File: src/rtl/io_unit_pkg.sv
// Shared constants and types for the memory-mapped IO unit: register offsets,
// control-word bit indices, FIFO sizing, STATUS layout and interrupt states.
package io_unit_pkg;
  localparam int DATA_W     = 32;
  localparam int FIFO_DEPTH = 4;
  localparam int PTR_W      = $clog2(FIFO_DEPTH);
  localparam int CNT_W      = PTR_W + 1;

  localparam logic [1:0] REG_RXDATA = 2'd0;
  localparam logic [1:0] REG_STATUS = 2'd1;
  localparam logic [1:0] REG_TXDATA = 2'd2;
  localparam logic [1:0] REG_CTRL   = 2'd3;

  localparam int M_IO_CS = 10;
  localparam int M_IO_RD = 11;
  localparam int M_IO_WR = 12;

  localparam int ST_IE      = 0;
  localparam int ST_UDF     = 1;
  localparam int ST_OVR     = 2;
  localparam int ST_TX_BUSY = 3;
  localparam int ST_CNT_LO  = 4;

  localparam int CTRL_IE  = 0;
  localparam int CTRL_CLR = 1;

  typedef enum logic [1:0] {IDLE, REQ, SERV} intr_state_e;
endpackage

File: src/rtl/io_fifo.sv
// Receive FIFO: FIFO_DEPTH x DATA_W, wrapping pointers, head visible combinationally.
module io_fifo
  import io_unit_pkg::*;
(
  input  logic              clk,
  input  logic              rst,
  input  logic              push,
  input  logic              pop,
  input  logic [DATA_W-1:0] din,
  output logic [DATA_W-1:0] head,
  output logic              full,
  output logic              empty,
  output logic [CNT_W-1:0]  count
);
  logic [DATA_W-1:0] mem [FIFO_DEPTH];
  logic [PTR_W-1:0]  wptr, rptr;
  logic              do_push, do_pop;

  assign full    = (count == CNT_W'(FIFO_DEPTH));
  assign empty   = (count == '0);
  assign do_push = push && !full;
  assign do_pop  = pop && !empty;
  assign head    = mem[rptr];

  // Storage is not reset; reset only invalidates it through the pointers/count.
  always_ff @(posedge clk) begin
    if (do_push) mem[wptr] <= din;
  end

  always_ff @(posedge clk) begin
    if (rst) begin
      wptr  <= '0;
      rptr  <= '0;
      count <= '0;
    end else begin
      if (do_push) wptr <= wptr + PTR_W'(1);
      if (do_pop)  rptr <= rptr + PTR_W'(1);
      case ({do_push, do_pop})
        2'b10:   count <= count + CNT_W'(1);
        2'b01:   count <= count - CNT_W'(1);
        default: count <= count;
      endcase
    end
  end
endmodule

File: src/rtl/io_unit.sv
// Memory-mapped IO unit: RX FIFO, single-word TX holding register, STATUS/CTRL.
// Interrupt FSM compiled in only when IO_UNIT_INTR_EN is defined.
module io_unit
  import io_unit_pkg::*;
(
  input  logic              clk,
  input  logic              rst,
  input  logic [31:0]       EXMEM_ALU,
  input  logic [31:0]       pc4_mux,
  input  logic [15:0]       EXMEM_M,
  output logic [31:0]       io_out,
  output logic              intr,
  input  logic              intr_ack,
  input  logic              in_valid,
  output logic              in_ready,
  input  logic [31:0]       in_data,
  output logic              out_valid,
  input  logic              out_ready,
  output logic [31:0]       out_data
);
  logic              cs, rd_sel, wr_sel;
  logic [1:0]        sel;
  logic [DATA_W-1:0] head;
  logic              full, empty;
  logic [CNT_W-1:0]  count;
  logic              ovr, udf, ie;
  logic              push, pop;
  logic [31:0]       status;

  // rd and wr together is a write, so a read requires wr low.
  assign cs     = EXMEM_M[M_IO_CS];
  assign wr_sel = cs && EXMEM_M[M_IO_WR];
  assign rd_sel = cs && EXMEM_M[M_IO_RD] && !EXMEM_M[M_IO_WR];
  assign sel    = EXMEM_ALU[3:2];

  assign in_ready = !full;
  assign push     = in_valid && in_ready;
  assign pop      = rd_sel && (sel == REG_RXDATA) && !empty;

  io_fifo u_fifo (
    .clk   (clk),
    .rst   (rst),
    .push  (push),
    .pop   (pop),
    .din   (in_data),
    .head  (head),
    .full  (full),
    .empty (empty),
    .count (count)
  );

  always_comb begin
    status                             = '0;
    status[ST_CNT_LO +: CNT_W]         = count;
    status[ST_TX_BUSY]                 = out_valid;
    status[ST_OVR]                     = ovr;
    status[ST_UDF]                     = udf;
    status[ST_IE]                      = ie;
  end

  always_comb begin
    io_out = '0;
    if (rd_sel) begin
      case (sel)
        REG_RXDATA: io_out = empty ? '0 : head;
        REG_STATUS: io_out = status;
        default:    io_out = '0;
      endcase
    end
  end

  always_ff @(posedge clk) begin
    if (rst) begin
      out_valid <= 1'b0;
      out_data  <= '0;
      ovr       <= 1'b0;
      udf       <= 1'b0;
    end else begin
      if (out_valid && out_ready) out_valid <= 1'b0;
      if (wr_sel && sel == REG_TXDATA) begin
        if (out_valid) ovr <= 1'b1;
        else begin
          out_data  <= pc4_mux;
          out_valid <= 1'b1;
        end
      end
      if (rd_sel && sel == REG_RXDATA && empty) udf <= 1'b1;
      if (wr_sel && sel == REG_CTRL && pc4_mux[CTRL_CLR]) begin
        ovr <= 1'b0;
        udf <= 1'b0;
      end
    end
  end

`ifdef IO_UNIT_INTR_EN
  intr_state_e state;

  always_ff @(posedge clk) begin
    if (rst) ie <= 1'b0;
    else if (wr_sel && sel == REG_CTRL) ie <= pc4_mux[CTRL_IE];
  end

  // intr is registered alongside the state so it is high exactly in REQ.
  always_ff @(posedge clk) begin
    if (rst) begin
      state <= IDLE;
      intr  <= 1'b0;
    end else begin
      case (state)
        IDLE: if (ie && count != '0) begin
          state <= REQ;
          intr  <= 1'b1;
        end
        REQ: if (!ie) begin
          state <= IDLE;
          intr  <= 1'b0;
        end else if (intr_ack) begin
          state <= SERV;
          intr  <= 1'b0;
        end
        SERV: if (count == '0) state <= IDLE;
        default: begin
          state <= IDLE;
          intr  <= 1'b0;
        end
      endcase
    end
  end

  logic unused_ok;
  assign unused_ok = ^{EXMEM_ALU[31:4], EXMEM_ALU[1:0], EXMEM_M[15:13], EXMEM_M[9:0],
                       pc4_mux[31:2]};
`else
  assign ie   = 1'b0;
  assign intr = 1'b0;

  logic unused_ok;
  assign unused_ok = ^{EXMEM_ALU[31:4], EXMEM_ALU[1:0], EXMEM_M[15:13], EXMEM_M[9:0],
                       pc4_mux[31:2], intr_ack};
`endif
endmodule

File: config.mk
export PLATFORM = sky130hd
export DESIGN_NAME = io_unit
export DESIGN_NICKNAME = d
export VERILOG_FILES = /design/src/rtl/io_unit_pkg.sv /design/src/rtl/io_fifo.sv /design/src/rtl/io_unit.sv
export SDC_FILE = /design/constraint.sdc
export NUM_CORES = 1
export LEC_CHECK = 0
export CORE_MARGIN = 2
export CORE_UTILIZATION = 50
export DETAILED_ROUTE_END_ITERATION = 7
export PLACE_DENSITY = 0.9
export SLEW_MARGIN = 15
export SYNTH_ARGS = -nofsm -noshare
export SYNTH_HDL_FRONTEND = slang
export SYNTH_SLANG_ARGS = --single-unit
File: constraint.sdc
create_clock -name clk -period 6.67 [get_ports clk]
set_input_delay 1.6675 -clock clk [delete_from_list [all_inputs] [get_ports clk]]
set_output_delay 1.6675 -clock clk [all_outputs]
set_load 0.01 [all_outputs]
Yosys cells after proc, flatten, opt, wreduce, memory -nomap -nowiden
Memory sizes are Yosys's and may differ from the RTL's. A register that Yosys moved wholly into a read port is not among the register bits.
Index checks and enable logic that the tools add are counted.
W data, S select, Z words.
{"block": "totals", "ram_bits": 128, "regBits": 42, "mem_bits_ro": 0, "latch_bits": 0, "memories": 1, "out_inout_bits": 67}
{"block": "op_classes", "mux": 11, "reduce_logical": 22, "shifts": 0, "n_bitwise": 1, "eq_ne": 6, "multipliers": 0, "n_addsub": 4, "n_div": 0, "order_cmp": 0}
{"memory": "u_fifo.mem", "depth": 4, "word_bits": 32, "rd": 1, "rd_ports_with_merged_regs": 1, "write_ports": 1, "line": "io_fifo.sv:15", "text": "logic [DATA_W-1:0] mem [FIFO_DEPTH];"}
{"op": "$mux W32", "n": 2}
{"op": "$pmux W32 S2", "n": 1}
{"op": "$logic_and A1 B1 Y1", "n": 13}
{"op": "$eq A2 B2 Y1 const B", "n": 3}
{"op": "$pmux W3 S2", "n": 1}
{"op": "$mux W1", "n": 5}
{"op": "$add A2 B1 Y2 const B", "n": 2}
{"op": "$eq A2 B1 Y1 const B", "n": 2}
{"op": "$mux W2", "n": 2}
{"op": "$reduce_and A2 Y1", "n": 2}
{"op": "$add A3 B1 Y3 const B", "n": 1}
{"op": "$eq A3 B3 Y1 const B", "n": 1}
{"op": "$logic_not A1 Y1", "n": 3}
{"op": "$logic_not A3 Y1", "n": 1}
{"op": "$sub A3 B1 Y3 const B", "n": 1}
{"op": "$logic_not A2 Y1", "n": 1}
{"op": "$reduce_bool A2 Y1", "n": 1}
{"op": "$reduce_or A2 Y1", "n": 1}
{"op": "$not A1 Y1", "n": 1}

Longest topological paths before layout
Gate-level depths: netlist (run 1).
{"block": "depth", "word_depth": 7, "depth_mapped": 9, "mapped_depth_nobuf": 8}

Modules after synthesis
Synthesis (run 1) repeated with hierarchy kept, for this count alone.
{"block": "unflattened", "cells_unflattened": 416, "hier_area_um2": 7025.5}
{"module": "io_fifo", "seq_area_each_um2": 4023.9, "cells_per_inst": 221, "n_inst": 1, "area_per_inst_um2": 5146.2}
{"module": "io_unit", "seq_area_each_um2": 700.7, "cells_per_inst": 195, "n_inst": 1, "area_per_inst_um2": 1879.3}

Worst setup path after synthesis (run 1)
OpenSTA, ideal clock, no wires.
{"block": "synth_path", "kind": "input -> output", "from": "in EXMEM_ALU[3]", "to": "out io_out[12]", "setup_slack_ns": 2.463, "cell_stages": 4, "arrival_ns": 2.539, "cell_sequence": "nand4bb_4 -> nor3_4 -> clkbuf_1 -> and2_1"}
{"block": "synth_between", "elab_chain_cells": 3, "elab_cells_between_ends": 4, "cone_classes": "eq/ne (1); mux (2); reduce/logical (1)"}
{"element": "from (decl)", "line": "io_unit.sv:8", "text": "input logic [31:0] EXMEM_ALU,"}
{"element": "$eq A2 B1 Y1 / $logic_not A2 Y1 (equally long branches)", "line": "io_unit.sv:64", "text": "case (sel)"}
{"element": "$pmux W32 S2 (*)", "line": "io_unit.sv:64"}
{"element": "$mux W32 (*)", "line": "io_unit.sv:63", "text": "if (rd_sel) begin"}
{"element": "to (decl)", "line": "io_unit.sv:11", "text": "output logic [31:0] io_out,"}
Mark *: on every way between the ends. The rest lies on a longest branch, timed or not.

Final worst setup path (run 1)
{"block": "layout_path", "from": "in EXMEM_ALU[2]", "to": "out io_out[1]"}
Same word-level chain as after synthesis.

==> results of run 1 <==
area by class of cell:
class | count | share of cell area
multi-input cells | 210 | 0.217
clock buffers | 17 | 0.0473
repair buffers | 145 | 0.159
flip-flops and latches | 172 | 0.526
inverters | 7 | 0.00292
well taps | 176 | 0.0245
clock inverters | 15 | 0.0231
per-layer routing:
metal | share of wire | up-vias
li1 | - | 1951
met1 | 0.41 | 2131
met2 | 0.50 | 181
met3 | 0.077 | 19
met4 | 0.013 | 0
met5 | 0 | -
power breakdown:
group / leakage (nW) / internal (mW) / switching [mW] / total, mW
Clock: 0.310 / 0.634 / 0.417 / 1.05
Sequential: 1.53 / 1.19 / 0.0135 / 1.20
Combinational: 1.06 / 0.0765 / 0.0738 / 0.150
flip-flops by register name, indices dropped and copies added (netlist names), named ones only:
| register | flops |
|---|---|
| u_fifo.mem | 128 |
| out_valid | 1 |
| udf | 1 |
| u_fifo.count | 3 |
| ovr | 1 |
| u_fifo.rptr | 2 |
| u_fifo.wptr | 2 |
| out_data | 32 |
logic make-up (layout without fill, tap and decap cells):
| logic type | count (synthesis) | count (layout) |
|---|---|---|
| AO/OA/AOI/OAI | 82 | 82 |
| XOR/XNOR | 2 | 2 |
| adder cells (fa/ha/maj) | 6 | 6 |
| buffers and inverters | 46 | 184 |
| flip-flops | 172 | 172 |
| multiplexers | 35 | 35 |
| other | 1 | 1 |
| AND/OR/NAND/NOR | 84 | 84 |
through the flow:
stage / utilization / hold WS [ns]
finish: 0.674 / 0.478
global route: 0.674 / 0.497
CTS: 0.673 / 0.473
detailed placement: 0.626 / 0.464
global placement: 0.626 / 0.454
floorplan: - / 0.489
worst register-to-register path, delay by kind of cell, from the launching register on:
| kind | cells | cell delay [ns] |
|---|---|---|
| XOR/XNOR | 1 | 0.16 |
| flip-flops | 1 | 0.44 |
| AO/OA/AOI/OAI | 1 | 0.15 |
| buffers and inverters | 2 | 0.43 |
| AND/OR/NAND/NOR | 3 | 0.58 |
| adder cells (fa/ha/maj) | 2 | 0.65 |
worst min-delay path by stage:
| stage | from | end | slack, ns |
|---|---|---|---|
| after detailed placement | out_data[8]$_SDFFE_PP0P_ | out_data[8]$_SDFFE_PP0P_ | 0.46 |
| after CTS | out_data[8]$_SDFFE_PP0P_ | out_data[8]$_SDFFE_PP0P_ | 0.47 |
| after global routing | out_data[3]$_SDFFE_PP0P_ | out_data[3]$_SDFFE_PP0P_ | 0.50 |
| after global placement | out_data[12]$_SDFFE_PP0P_ | out_data[12]$_SDFFE_PP0P_ | 0.45 |
| final | out_data[11]$_SDFFE_PP0P_ | out_data[11]$_SDFFE_PP0P_ | 0.48 |
| after floorplan | u_fifo.count[2]$_SDFFE_PP0P_ | u_fifo.count[2]$_SDFFE_PP0P_ | 0.49 |
synthesized netlist by cell type (all sizes together):
cell and count:
xor2 2, nor2 7, a21o 2, or3b 1, nor2b 3, o21ai 1, conb 1, mux4 32
o31ai 32, nor3 2, and3 5, mux2 3, clkinv 1, buf 19, dfxtp 44, and2 26
or3 1, nand4 32, nand2 1, nand3 3, nor4bb 1, a22o 6, nand4bb 1, nor4b 1
clkbuf 20, edfxtp 128, a21oi 36, inv 6, fa 1, ha 5, a311oi 2, a31oi 3
==> run summary, run 1 <==
Run status: finished clean
Routed vias: 4282
Most common cell after layout, fill and taps aside: clkdlybuf4s50_1
Capturing instance or port of the critical path: io_out[1]
Area post-placement: 8350 um^2
Count of inserted antenna diode cells: 0
Number of gates resized after CTS: 0
Final max-slew violation count: 0
Startpoint type of the worst setup path: input port
Top post-synthesis cells by area: edfxtp_1 (56%), dfxtp_1 (13%), mux4_2 (9.8%)
Multiplexer area fraction after synthesis: 0.110
PD cells: 267 nW/um^2
Number of global-route vias before repair: 4481
Overall routed net length: 14.8 mm
CTS tree: built
Total die area: 14800 um^2
Number of setup violations in the final report: 0
Root Driver: clkbuf_16
Critical setup path kind: in2out
Number of standard cells in the final layout excluding fillers: 742
Number of buffers added on ports: 138
Placed insts: 710
Share of layout cells above drive strength 1: 0.147
Starting density of the core: 0.517
Filler cell count in the final layout: 889
Peak supply drop: 0.190 mV
Time the worst path needs with I/O delays and setup: 5.58 ns
Largest incremental delay on the critical path: 0.57 ns
Area growth from synthesis to layout: 30.3%
Number of standard cells after synthesis: 428
Vias per cell: 5.77
Warnings from Yosys: 0
Sinks on Clock Net: 172
DP Wirelength: 8.97 mm
Reported leakage power: 2.90 nW
Capture instance of the worst register-to-register path: u_fifo.count[2]$_SDFFE_PP0P_
Met1 routing resource usage after global routing: 0.264
Synthesis-stage register bit count: 172
Cell depth of the worst flop-to-flop path: 9
Cts-stage hold buffer count: 0
Total DRC errors in the routed layout: 0
Post-place setup slack: 1.09 ns
Max Clk Rate: 0.179 GHz
Post-detailed-route count of antenna-violating nets: 0
Critical path buffers and inverters: 5
Initial DRC Count: 275
Total congestion overflow after global routing: 0
Clock-pin transition on the worst setup and hold timing paths: 0.07 ns
Routability cong.: 0.758
GR met3 Demand/Resource: 0.0616
Cells traversed along the worst timing path: clkdlybuf4s50_1 -> buf_4 -> clkinv_1 -> buf_4 -> nor2_1 -> a22o_1 -> clkdlybuf4s50_1
Unrepaired setup endpoints after global routing: false
Total global-route track usage: 0.210
Die outline width: 121 um
Critical path's slowest cell: clkdlybuf4s50_1
Post-route clock period utilization: 0.837
# IOs: 184
Number of distinct library cell variants in the gate-level netlist after synthesis: 38
Top-area cell type share of the netlist area: 0.557
Critical path fanouts, max: 36
Post-synthesis share of cell area spent on xor and xnor gates: 0.00254
Sequential element share of the synthesized area: 0.685
Final design instance area without fill: 8990 um^2
Setup Total Neg Slack: 0 ns
Average wire length per cell after detail routing: 20.0 um
Reg2Reg Setup Slack: 4.19 ns
Total chip power: 2.40 mW
Total CTS buffers: 17
Startpoint of the lowest-slack register-to-register path: u_fifo.count[0]$_SDFFE_PP0P_
Setup WS post-layout: 1.09 ns
Initial antenna violation count: 0
Worst hold path type: reg2reg
Layout Skew: 0.00721 ns
Met2 Usage GRT: 0.348
Maximum number of pins on one net before global-route repair: 45
Count of cells along the worst hold path: 2
CP Depth: 7
Required time worst endpoint: 5.00 ns
Combined area of all synthesized cells: 6900 um^2
Floorplan die height: 121 um
Family with the most delay on the worst path: buffers and inverters
Post-Syn Area per Cell: 16.1 um^2
Placement row count: 42
Compound-gate portion of the synthesized area: 0.0767
Count of H-tree levels built during CTS: 4
Crit path arrival time: 3.91 ns
Most area-hungry cell type in the Yosys netlist: edfxtp_1
Number of setup buffers added after CTS: 0
Main combinational cell family by area after synthesis: multiplexers
Commonest cells after routing, fill and taps aside: clkdlybuf4s50_1 (138), edfxtp_1 (128), dfxtp_1 (42)
Global route hottest layer: met2
Area of the multi-input gates: 1950 um^2
Hold Violations, Final: 0
Worst slew margin relative to its limit: 0.328
Startpoint of the most critical setup path: EXMEM_ALU[2]
1st-pass router iterations: 5
Core Area: 13300 um^2
Clock insertion delay at the later pin of the skew report: 0.42 ns
Simple-gate portion of the synthesized area: 0.0790
Clk buf depth: 2
Maximum Capacitance Violations: 0
Storage cell area: 4730 um^2
CP Capture Type: output port
Area share of fa/ha/maj cells after synthesis: 0.0120
Post-layout net count: 676
Worst slew pin tran: 1.01 ns
Number of nets produced by synthesis: 551
First-pass GRT wire length: 23.3 mm
(Power assumes the default switching activity.)
==> run 2: changes to the inputs <==
--- a/config.mk
+++ b/config.mk
@@ -6,9 +6,9 @@
 export NUM_CORES = 1
 export LEC_CHECK = 0
 export CORE_MARGIN = 2
-export CORE_UTILIZATION = 50
+export CORE_UTILIZATION = 44
 export DETAILED_ROUTE_END_ITERATION = 7
-export PLACE_DENSITY = 0.9
+export PLACE_DENSITY = 0.85
 export SLEW_MARGIN = 15
 export SYNTH_ARGS = -nofsm -noshare
 export SYNTH_HDL_FRONTEND = slang
==> constraint.sdc (replaced) <==
create_clock -name clk -period 4.5 [get_ports clk]
set_input_delay 1.125 -clock clk [delete_from_list [all_inputs] [get_ports clk]]
set_output_delay 1.125 -clock clk [all_outputs]
set_load 0.01 [all_outputs]
==> run summary, run 2 (synthesis gave the netlist of run 1 again) <==
Run status: finished clean
Portion of total power attributed to the clock network: 0.417 (-0.020)
Reported net switching power: 0.775 mW (+54%)
Maximum Capacitance Violations: 0 (unchanged)
Area growth from synthesis to layout: 30.7%
Number of buffers added on ports: 138 (unchanged)
CTS tree: built
Initial antenna violation count: 0 (unchanged)
Flip-flop count of the largest register, all copies and words added: 128 (unchanged)
Cts-stage hold buffer count: 0 (unchanged)
Count of inserted antenna diode cells: 0 (unchanged)
Switch share: 0.226 (+0.0160)
Largest register by flop count: u_fifo.mem
Unrepaired setup endpoints after global routing: false
Placed insts: 747 (+5.2%)
Root Driver: clkbuf_16
Startpoint type of the worst setup path: input port
Vias per cell: 5.60 (-3.0%)
DP Wirelength: 9.45 mm (+5.3%)
Total die area: 16700 um^2 (+13%)
Crit path arrival time: 3.10 ns (-0.81 ns)
GR met3 Demand/Resource: 0.0566 (-0.00500)
Hold Violations, Final: 0 (unchanged)
Total CTS buffers: 17 (unchanged)
Post-detailed-route count of antenna-violating nets: 0 (unchanged)
Floorplan die height: 129 um (+6.4%)
Filler cell count in the final layout: 1147 (+29%)
Maximum number of pins on one net before global-route repair: 45 (unchanged)
Post-layout net count: 678 (+0.30%)
Reported leakage power: 2.89 nW (-0.54%)
Commonest cells after routing, fill and taps aside: clkdlybuf4s50_1 (138), edfxtp_1 (128), dfxtp_1 (42)
Peak supply drop: 0.331 mV (+74%)
Setup Total Neg Slack: 0 ns (unchanged)
Post-route clock period utilization: 0.938
Critical path fanouts, max: 34 (-5.6%)
Total DRC errors in the routed layout: 0 (unchanged)
Average wire length per cell after detail routing: 19.7 um (-1.4%)
Overall routed net length: 15.3 mm (+3.5%)
PD cells: 381 nW/um^2 (+43%)
Number of setup violations in the final report: 0 (unchanged)
Comb power frac: 0.065 (+0.002)
Clk buf depth: 2 (unchanged)
Sinks on Clock Net: 172 (unchanged)
1st-pass router iterations: 4 (-1)
Number of gates resized after CTS: 0 (unchanged)
Routed vias: 4362 (+1.9%)
Global route hottest layer: met2
Most common cell after layout, fill and taps aside: clkdlybuf4s50_1
Share of layout cells above drive strength 1: 0.146 (-0.000516)
Layout Skew: 0.00927 ns (+0.00206 ns)
Worst slew margin relative to its limit: 0.349 (+0.0208)
Post-layout util: 0.591 (-0.0826)
Clock insertion delay at the later pin of the skew report: 0.43 ns (about the same)
# IOs: 184 (unchanged)
Number of global-route vias before repair: 4448 (-0.74%)
Total global-route track usage: 0.188 (-0.0224)
Internal power: 2.66 mW (+40%)
Time the worst path needs with I/O delays and setup: 4.22 ns
Core Area: 15300 um^2 (+14%)
Clock-pin transition on the worst setup and hold timing paths: 0.07 ns (about the same)
Number of standard cells in the final layout excluding fillers: 779 (+5.0%)
Worst hold path type: reg2reg
Starting density of the core: 0.452 (-0.0647)
Placement row count: 45 (+7.1%)
Die outline width: 129 um (+6.4%)
Routability cong.: 0.789 (+4.1%)
Regs by FF count: u_fifo.mem x128, out_data x32, u_fifo.count x3
Worst slew pin tran: 0.975 ns (-0.0312 ns)
Area of the multi-input gates: 1950 um^2 (unchanged)
Storage cell area: 4730 um^2 (unchanged)
Critical setup path kind: in2out
Final max-slew violation count: 0 (unchanged)
Met1 routing resource usage after global routing: 0.225 (-0.0389)
Met2 Usage GRT: 0.313 (-0.0353)
Number of setup buffers added after CTS: 0 (unchanged)
Count of H-tree levels built during CTS: 4 (unchanged)
Fraction of power consumed by sequential logic: 0.518 (+0.018)
Initial DRC Count: 213 (-23%)
CP Capture Type: output port
Max Clk Rate: 0.237 GHz
Total congestion overflow after global routing: 0 (unchanged)
First-pass GRT wire length: 23.5 mm (+1.1%)
Required time worst endpoint: 3.38 ns (-1.62 ns)
==> run 2: changes by cell type in the layout (fill, tap and decap cells not counted) <==
cell        before  now
bufinv_16        4    1
buf_12           0    2
clkinv_2         2    0
clkinv_4         1    0
clkinvlp_4       1    2
inv_6            7    6
inv_8            0    4
clkbuf_1         0    1
clkinv_1         1    2
==> run 2: routing by layer <==
layer / routed length [um] / share of wire
met5: 0 / 0
met4: 362 / 0.024
met2: 7570 / 0.49
met3: 1120 / 0.073
met1: 6300 / 0.41
==> run 2: worst max-delay path, stage by stage <==
cell	delay [ns]
clkdlybuf4s50_1	0.48
nand4bb_4	0.30
nor3_4	0.20
buf_12	0.23
and2_1	0.20
clkdlybuf4s50_1	0.56
==> run 2: worst paths after layout <==
kind                                 from                           end  slack (ns)  cells after the start
max reg2reg  u_fifo.count[0]$_SDFFE_PP0P_  u_fifo.count[2]$_SDFFE_PP0P_        2.14                      9
min             out_data[12]$_SDFFE_PP0P_     out_data[12]$_SDFFE_PP0P_        0.47                      2
max                          EXMEM_ALU[3]                    io_out[20]        0.28                      6
min reg2reg     out_data[12]$_SDFFE_PP0P_     out_data[12]$_SDFFE_PP0P_        0.47                      2
==> run 2: per-stage QoR <==
stage          hold WS [ns]  total power, mW  setup WS, ns  cell area [um^2]
3_5_place_dp          0.465             2.04         0.307              8440
5_1_grt               0.493             3.54         0.176              9020
3_3_place_gp          0.457             2.03         0.326              8440
2_1_floorplan         0.489             1.91          1.38              6900
4_1_cts               0.474             3.46         0.291              9010
6_report              0.472             3.44         0.278              9020
==> run 2: area by class of cell <==
class                      instances  area share
clock buffer                      18      0.0476
inverter                           7     0.00291
clock inverter                    14      0.0162
sequential                       172       0.524
timing repair buffer             147       0.163
tap                              211      0.0293
multi-input combinational        210       0.216
==> run 2: power by group through the flow <==
stage / sequential [mW] / clock [mW] / combinational [mW]
2_1_floorplan: 1.81 / 0 / 0.102
3_3_place_gp: 1.81 / 0 / 0.215
3_5_place_dp: 1.82 / 0 / 0.224
4_1_cts: 1.78 / 1.46 / 0.225
5_1_grt: 1.78 / 1.52 / 0.242
6_report: 1.78 / 1.43 / 0.224
